[src/rtl/mem_arb_pkg.sv]
// Shared types and default parameters for the CPU memory-port arbiter.
package mem_arb_pkg;

  typedef enum logic {IDLE = 1'b0, BUSY = 1'b1} state_t;
  typedef enum logic {OWN_FETCH = 1'b0, OWN_DATA = 1'b1} owner_t;

  localparam int ADDR_W_DEF = 32;
  localparam int DATA_W_DEF = 32;
  localparam int STREAK_DEF = 4;

  // Bit positions inside the one-hot grant vector.
  localparam int GNT_FETCH = 0;
  localparam int GNT_DATA  = 1;

endpackage

[src/rtl/mem_arb_prio.sv]
// Combinational priority pick between fetch and data requests; one-hot grant.
module mem_arb_prio
  import mem_arb_pkg::*;
(
  input  logic       if_req,
  input  logic       d_req,
  input  logic       guard_force,
  output logic [1:0] grant
);

  always_comb begin
    grant = 2'b00;
    if (guard_force && if_req) begin
      grant[GNT_FETCH] = 1'b1;
    end else if (d_req) begin
      grant[GNT_DATA] = 1'b1;
    end else if (if_req) begin
      grant[GNT_FETCH] = 1'b1;
    end
  end

endmodule

[src/rtl/mem_arbiter.sv]
// Single-port memory arbiter: fetch vs. data, one outstanding transaction.
// Optional fetch starvation guard enabled by MEM_ARB_STARVE_GUARD_EN.
//
// state | meaning
// IDLE  | no transaction; winner granted combinationally, payload latched
// BUSY  | mem_req held from registers until mem_ack
module mem_arbiter
  import mem_arb_pkg::*;
#(
  parameter int ADDR_W = ADDR_W_DEF,
  parameter int DATA_W = DATA_W_DEF,
  parameter int STREAK = STREAK_DEF
) (
  input  logic                clk,
  input  logic                reset,
  input  logic                if_req,
  input  logic [ADDR_W-1:0]   if_addr,
  output logic                if_ready,
  output logic                if_rvalid,
  output logic [DATA_W-1:0]   if_rdata,
  input  logic                d_req,
  input  logic                d_we,
  input  logic [ADDR_W-1:0]   d_addr,
  input  logic [DATA_W-1:0]   d_wdata,
  input  logic [DATA_W/8-1:0] d_wstrb,
  output logic                d_ready,
  output logic                d_rvalid,
  output logic [DATA_W-1:0]   d_rdata,
  output logic                mem_req,
  output logic                mem_we,
  output logic [ADDR_W-1:0]   mem_addr,
  output logic [DATA_W-1:0]   mem_wdata,
  output logic [DATA_W/8-1:0] mem_wstrb,
  input  logic                mem_ack,
  input  logic [DATA_W-1:0]   mem_rdata
);

  state_t                r_state;
  state_t                w_next_state;
  owner_t                r_owner;
  logic [ADDR_W-1:0]     r_addr;
  logic                  r_we;
  logic [DATA_W-1:0]     r_wdata;
  logic [DATA_W/8-1:0]   r_wstrb;
  logic                  r_if_rvalid;
  logic [DATA_W-1:0]     r_if_rdata;
  logic                  r_d_rvalid;
  logic [DATA_W-1:0]     r_d_rdata;
  logic [1:0]            w_grant;
  logic                  w_guard_force;

  mem_arb_prio u_prio (
    .if_req      (if_req),
    .d_req       (d_req),
    .guard_force (w_guard_force),
    .grant       (w_grant)
  );

  always_ff @(posedge clk) begin
    if (reset) begin
      r_state <= IDLE;
    end else begin
      r_state <= w_next_state;
    end
  end

  always_comb begin
    w_next_state = r_state;
    if_ready     = 1'b0;
    d_ready      = 1'b0;
    case (r_state)
      IDLE: begin
        if_ready = w_grant[GNT_FETCH];
        d_ready  = w_grant[GNT_DATA];
        if (|w_grant) begin
          w_next_state = BUSY;
        end
      end
      BUSY: begin
        if (mem_ack) begin
          w_next_state = IDLE;
        end
      end
      default: w_next_state = IDLE;
    endcase
  end

  always_ff @(posedge clk) begin
    if (reset) begin
      r_owner     <= OWN_FETCH;
      r_addr      <= '0;
      r_we        <= 1'b0;
      r_wdata     <= '0;
      r_wstrb     <= '0;
      r_if_rvalid <= 1'b0;
      r_if_rdata  <= '0;
      r_d_rvalid  <= 1'b0;
      r_d_rdata   <= '0;
    end else begin
      r_if_rvalid <= 1'b0;
      r_d_rvalid  <= 1'b0;
      if (d_ready) begin
        r_owner <= OWN_DATA;
        r_addr  <= d_addr;
        r_we    <= d_we;
        r_wdata <= d_wdata;
        r_wstrb <= d_wstrb;
      end else if (if_ready) begin
        // Fetches are always plain reads on the memory side.
        r_owner <= OWN_FETCH;
        r_addr  <= if_addr;
        r_we    <= 1'b0;
        r_wdata <= '0;
        r_wstrb <= '0;
      end
      if (r_state == BUSY && mem_ack) begin
        if (r_owner == OWN_DATA) begin
          r_d_rvalid <= 1'b1;
          r_d_rdata  <= r_we ? '0 : mem_rdata;
        end else begin
          r_if_rvalid <= 1'b1;
          r_if_rdata  <= mem_rdata;
        end
      end
    end
  end

`ifdef MEM_ARB_STARVE_GUARD_EN
  localparam int                CNT_W    = $clog2(STREAK + 1);
  localparam logic [CNT_W-1:0]  STREAK_C = CNT_W'(STREAK);

  logic [CNT_W-1:0] r_streak;

  // Counts data wins that actually held off a waiting fetch.
  always_ff @(posedge clk) begin
    if (reset) begin
      r_streak <= '0;
    end else if (d_ready) begin
      if (!if_req) begin
        r_streak <= '0;
      end else if (r_streak != STREAK_C) begin
        r_streak <= r_streak + 1'b1;
      end
    end else if (if_ready) begin
      r_streak <= '0;
    end
  end

  assign w_guard_force = (r_state == IDLE) && (r_streak == STREAK_C);
`else
  assign w_guard_force = (STREAK < 0);
`endif

  assign mem_req   = (r_state == BUSY);
  assign mem_we    = r_we;
  assign mem_addr  = r_addr;
  assign mem_wdata = r_wdata;
  assign mem_wstrb = r_wstrb;
  assign if_rvalid = r_if_rvalid;
  assign if_rdata  = r_if_rdata;
  assign d_rvalid  = r_d_rvalid;
  assign d_rdata   = r_d_rdata;

endmodule

[config.mk]
export PLATFORM = sky130hd
export DESIGN_NAME = mem_arbiter
export DESIGN_NICKNAME = d
export VERILOG_FILES = /design/src/rtl/mem_arb_pkg.sv /design/src/rtl/mem_arb_prio.sv /design/src/rtl/mem_arbiter.sv
export SDC_FILE = /design/constraint.sdc
export NUM_CORES = 1
export LEC_CHECK = 0
export BUFFER_PORTS_ARGS = -buffer_cell sky130_fd_sc_hd__buf_2
export CAP_MARGIN = 20
export CORE_MARGIN = 1
export CORE_UTILIZATION = 44
export DETAILED_ROUTE_END_ITERATION = 12
export PLACE_DENSITY = 0.79
export REMOVE_ABC_BUFFERS = 1
export SETUP_SLACK_MARGIN = 0.02
export SLEW_MARGIN = 5
export SYNTH_ARGS = -nofsm -noshare
export SYNTH_HDL_FRONTEND = slang
export SYNTH_SLANG_ARGS = --single-unit
[constraint.sdc]
create_clock -name clk -period 1.5 [get_ports clk]
set_input_delay 0.225 -clock clk [delete_from_list [all_inputs] [get_ports clk]]
set_output_delay 0.225 -clock clk [all_outputs]
set_load 0.05 [all_outputs]
After elaboration in Yosys (flattened, before gate mapping)
Cells that the tools add are included.
- $add $sub $neg: 0
- $mul: 0
- divide/modulo/power cells: 0
- order comparisons: 0
- equal/unequal tests: 0
- shift-type cells: 0
- mux-type cells: 20
- bitwise operators: 3
- reduce and logical (&&, ||, !) cells: 6
- operators with widths (kind ; count):
    $mux W32 ; 5
    $mux W1 ; 12
    $mux W4 ; 2
    $reduce_and A2 Y1 ; 2
    $reduce_or A2 Y1 ; 2
    $not A1 Y1 ; 3
    $pmux W1 S2 ; 1
    $reduce_bool A2 Y1 ; 1
    $logic_and A1 B1 Y1 ; 1
- register bits after elaboration: 137
- latch bits: 0
- RAM bits: 0
- memory bits (read-only): 0
- input port bits: 138
- output and inout port bits: 138
- word-level logic and storage cells: 39
- memories kept: 0

Logic depth before layout (Yosys ltp)
- depth after elaboration: 5
- depth in mapped cells: 6
- mapped depth without buffers: 4

Modules after synthesis
From an unflattened synthesis, not the netlist that was laid out.
- cells, all modules: 495
- area, all modules: 4986.0 um^2
- modules (own cells, without submodules) (module ; instances ; cells each ; area each (um^2) ; sequential area each (um^2)):
    mem_arbiter ; 1 ; 492 ; 4967.3 ; 2742.6
    mem_arb_prio ; 1 ; 3 ; 18.8 ; 0.0

Least setup slack after synthesis
No wires, ideal clock.
- kind: reg2out
- start point: register r_state (netlist: mem_req)
- end point: output if_ready
- arrival time: 1.510 ns
- data required time: 1.275 ns
- slack: -0.235 ns
- stages on the path, launching flop included: 4
- path buffers: 1
- cell sequence: dfxtp_1 > buf_2 > nand2b_1 > nor2_1
- cells in the longest elaborated chain, start to end: 1
- ends and longest elaborated chain (item ; line ; RTL):
    start: declaration ; mem_arbiter.sv:38 ; state_t r_state;
    start signal: assignment ; mem_arbiter.sv:63 ; r_state <= w_next_state;
    $mux W1 ; mem_arbiter.sv:71 ; case (r_state)
    end: declaration ; mem_arbiter.sv:18 ; output logic if_ready,
Every way passes these cells.

Final worst setup path
- start point: register r_state (netlist: mem_req)
- end point: output d_ready
- cells in the longest elaborated chain, start to end: 1
- ends and longest elaborated chain (item ; line ; RTL):
    $mux W1 ; mem_arbiter.sv:71 ;
    end: declaration ; mem_arbiter.sv:26 ; output logic d_ready,
Every way passes these cells.

==> flow_summary.toml <==
[setup_path]
rr_worst_depth = 5
cp-end-kind = "output port"
rr_endpoint = "if_rdata[22]"
required_ns = 1.27
endpoint = "d_ready"
crit_fanout = 8
path_class = "register to output port"
crit_arrival_ns = 1.21
reg2reg_slack_ns = 0.22
critical_path.startpoint = "mem_req"
timing.rr.start = "mem_req"
start_kind = "register"

[global_route]
grt_usage = 0.243
grt_pass1_wl_mm = 21.6
antenna_found_initial = 1
grt_pass1_vias = 4423
grt_max_degree = 67
grt_overflow_total = 0

[floorplanning]
die_h_um = 109
rows = 38
fp.coreArea_um2 = 10900
die-width_um = 109
die_area_um2 = 11800
start_util = 0.457
io_pins = 276

[clock_tree]
cts-buffers-inserted = 17
clk_pin_slew_worst_paths_ns = 0.06
cts_root_buffer = "clkbuf_16"
cts_buffer_depth = 2
tritoncts = "yes"
insertion_delay_ns = 0.42
clock_sinks = 137
htree_levels = 4

[synthesis]
ys.flop_type = "dfxtp_1"
synth-seq-area-share = 0.549
ys_ff_latch = 137
synth-simple-area-share = 0.142
synthAdderAreaFrac = 0
synth_area_um2 = 5000
synthXorXnorAreaFrac = 0
synth_top_family_by_area = "compound AO/OA/AOI/OAI gates"
yosys-top-cells-area = "dfxtp_1, nand2_1, a21oi_1, a22o_1, mux2i_1"
syn_avg_cell_area_um2 = 10.2
synth_edf_count = 0
syn_inst = 492
yosys.area.top_type = "dfxtp_1"
synth_cell_types = 27
synth_compound_area_frac = 0.192
synth_top_area_frac = 0.549
synth.most_common_cell = "dfxtp_1"
async_reset_ff_frac = 0
yosysWarnings = 0
synth_commonest_cells = "dfxtp_1, nand2_1, a21oi_1"
synth_mux_area_frac = 0.0621

[timing]
setup_ws_ns = 0.0608
fmax_mhz = 695
tns_ns = 0
hold_viol = 0
hold_ws_ns = 0.0158
finalCritPeriodShare = 0.959
finalSetupViolCount = 0
layout_min_cycle_time_ns = 1.44
slew_headroom = 0.671
tightestPinTransition_ns = 0.492
fin_skew_ns = 0.00711
finalMaxSlewViolations = 0
rsz0062_at_grt = "true"

[placed_design]
portBuffers = 275
place_hpwl_mm = 10.3
dp_cells = 876
place_area_um2 = 6430
gp_congestion = 0.796
dp_slack_ns = 0.0277

[hold_path]
hold_class = "primary input to register"
holdCritStartpoint = "d_wstrb[0]"

[final_layout]
nets = 896
postLayoutCoreUtil = 0.653
final_area_um2 = 7140
multi_input_area_um2 = 2010
syn_to_final_growth_pct = 42.8
nFillCells = 869
seq_area_um2 = 2750
drive_above_1_share = 0.424
fin_cells = 912

[job]
max_cap_violations = 0

[detailed_routing]
wl_met1_mm = 5.78
drc_errors = 0
first_iter_violations = 333
vias_per_cell = 5.23
detail-route-antenna-nets = 0
routed.top_layer = "met4"
wl_met3_mm = 1.21
met2_length_mm = 7.43
finalWirelength_mm = 14.9
routedWlPerCell_um = 16.3
drtPass1Iterations = 5
vias = 4772

[power_and_ir_drop]
total_power_mw = 10.0
cellPowerDensity_nw_per_um2 = 1400
leakagePower_nw = 3.39
ir_worst_vdd_mv = 0.847

[run_status]
outcome = "complete, no violations"
cells by family (layout without fill, tap and decap cells):
| logic type | Yosys count | count (layout) |
|---|---|---|
| and+or+nand+nor | 143 | 144 |
| AOI/OAI and AO/OA | 137 | 137 |
| DFF | 137 | 137 |
| buffers and inverters | 44 | 322 |
| muxes | 31 | 31 |
| other | 0 | 1 |
repair_timing:
| item | in CTS | in global routing |
|---|---|---|
| buffers inserted | 0 | 1 |
| pin swaps | 1 | 0 |
| gates cloned | 0 | 1 |
| endpoints found under the hold margin | 1 | 0 |
| endpoints found under the setup margin | 32 | 40 |
| hold buffers | 1 | 0 |
| resized for setup | 8 | 5 |
worst min path at each step:
stage          depth (start not counted)       endpoint
2_1_floorplan                          1     d_rdata[0]
3_3_place_gp                           2  mem_wdata[23]
3_5_place_dp                           2  mem_wdata[30]
4_1_cts                                2   mem_wstrb[0]
5_1_grt                                2  mem_wdata[17]
6_report                               2   mem_wstrb[0]
critical path, cell delays in order (launching register included):
cell and delay [ns]:
dfxtp_4 0.36, nand2b_4 0.19, inv_2 0.10, buf_6 0.16
report_power, final:
part	switching (mW)	internal [mW]
sequential	0.103	3.83
combinational	1.12	0.480
clock	1.55	2.92
total	2.78	7.23
layer usage:
layer	vias up	global-route usage
met5	-	0
met4	0	0.126
met3	34	0.0796
met2	236	0.419
met1	2224	0.265
li1	2278	-
area by class of cell:
type,count,area share
antenna,1,0.000351
inverter,1,0.000526
multi-input combinational,312,0.281
timing repair buffer,289,0.219
sequential,137,0.385
tap,140,0.0245
clock inverter,10,0.0231
clock buffer,22,0.0664
cells in the final DEF, fill, tap and decap left out, types with 2 or more instances in the layout:
cell type,count
nand2b_4,2
nor2_1,4
mux2i_1,31
clkbuf_16,17
buf_4,8
nor2_4,3
nand3b_1,33
nand2_1,96
buf_12,5
o2bb2ai_1,31
a22o_1,37
dfxtp_1,136
buf_2,272
clkbuf_1,2
a21oi_1,65
bufinv_16,4
clkinvlp_4,3
clkbuf_8,3
sequential cells by signal, summed over array words and instances, names as in the netlist:
signal,count
if_rdata,32
if_rvalid,1
d_rvalid,1
mem_wstrb,4
d_rdata,32
mem_we,1
mem_wdata,32
mem_req,1
r_owner,1
mem_addr,32
(Power assumes the default switching activity.)
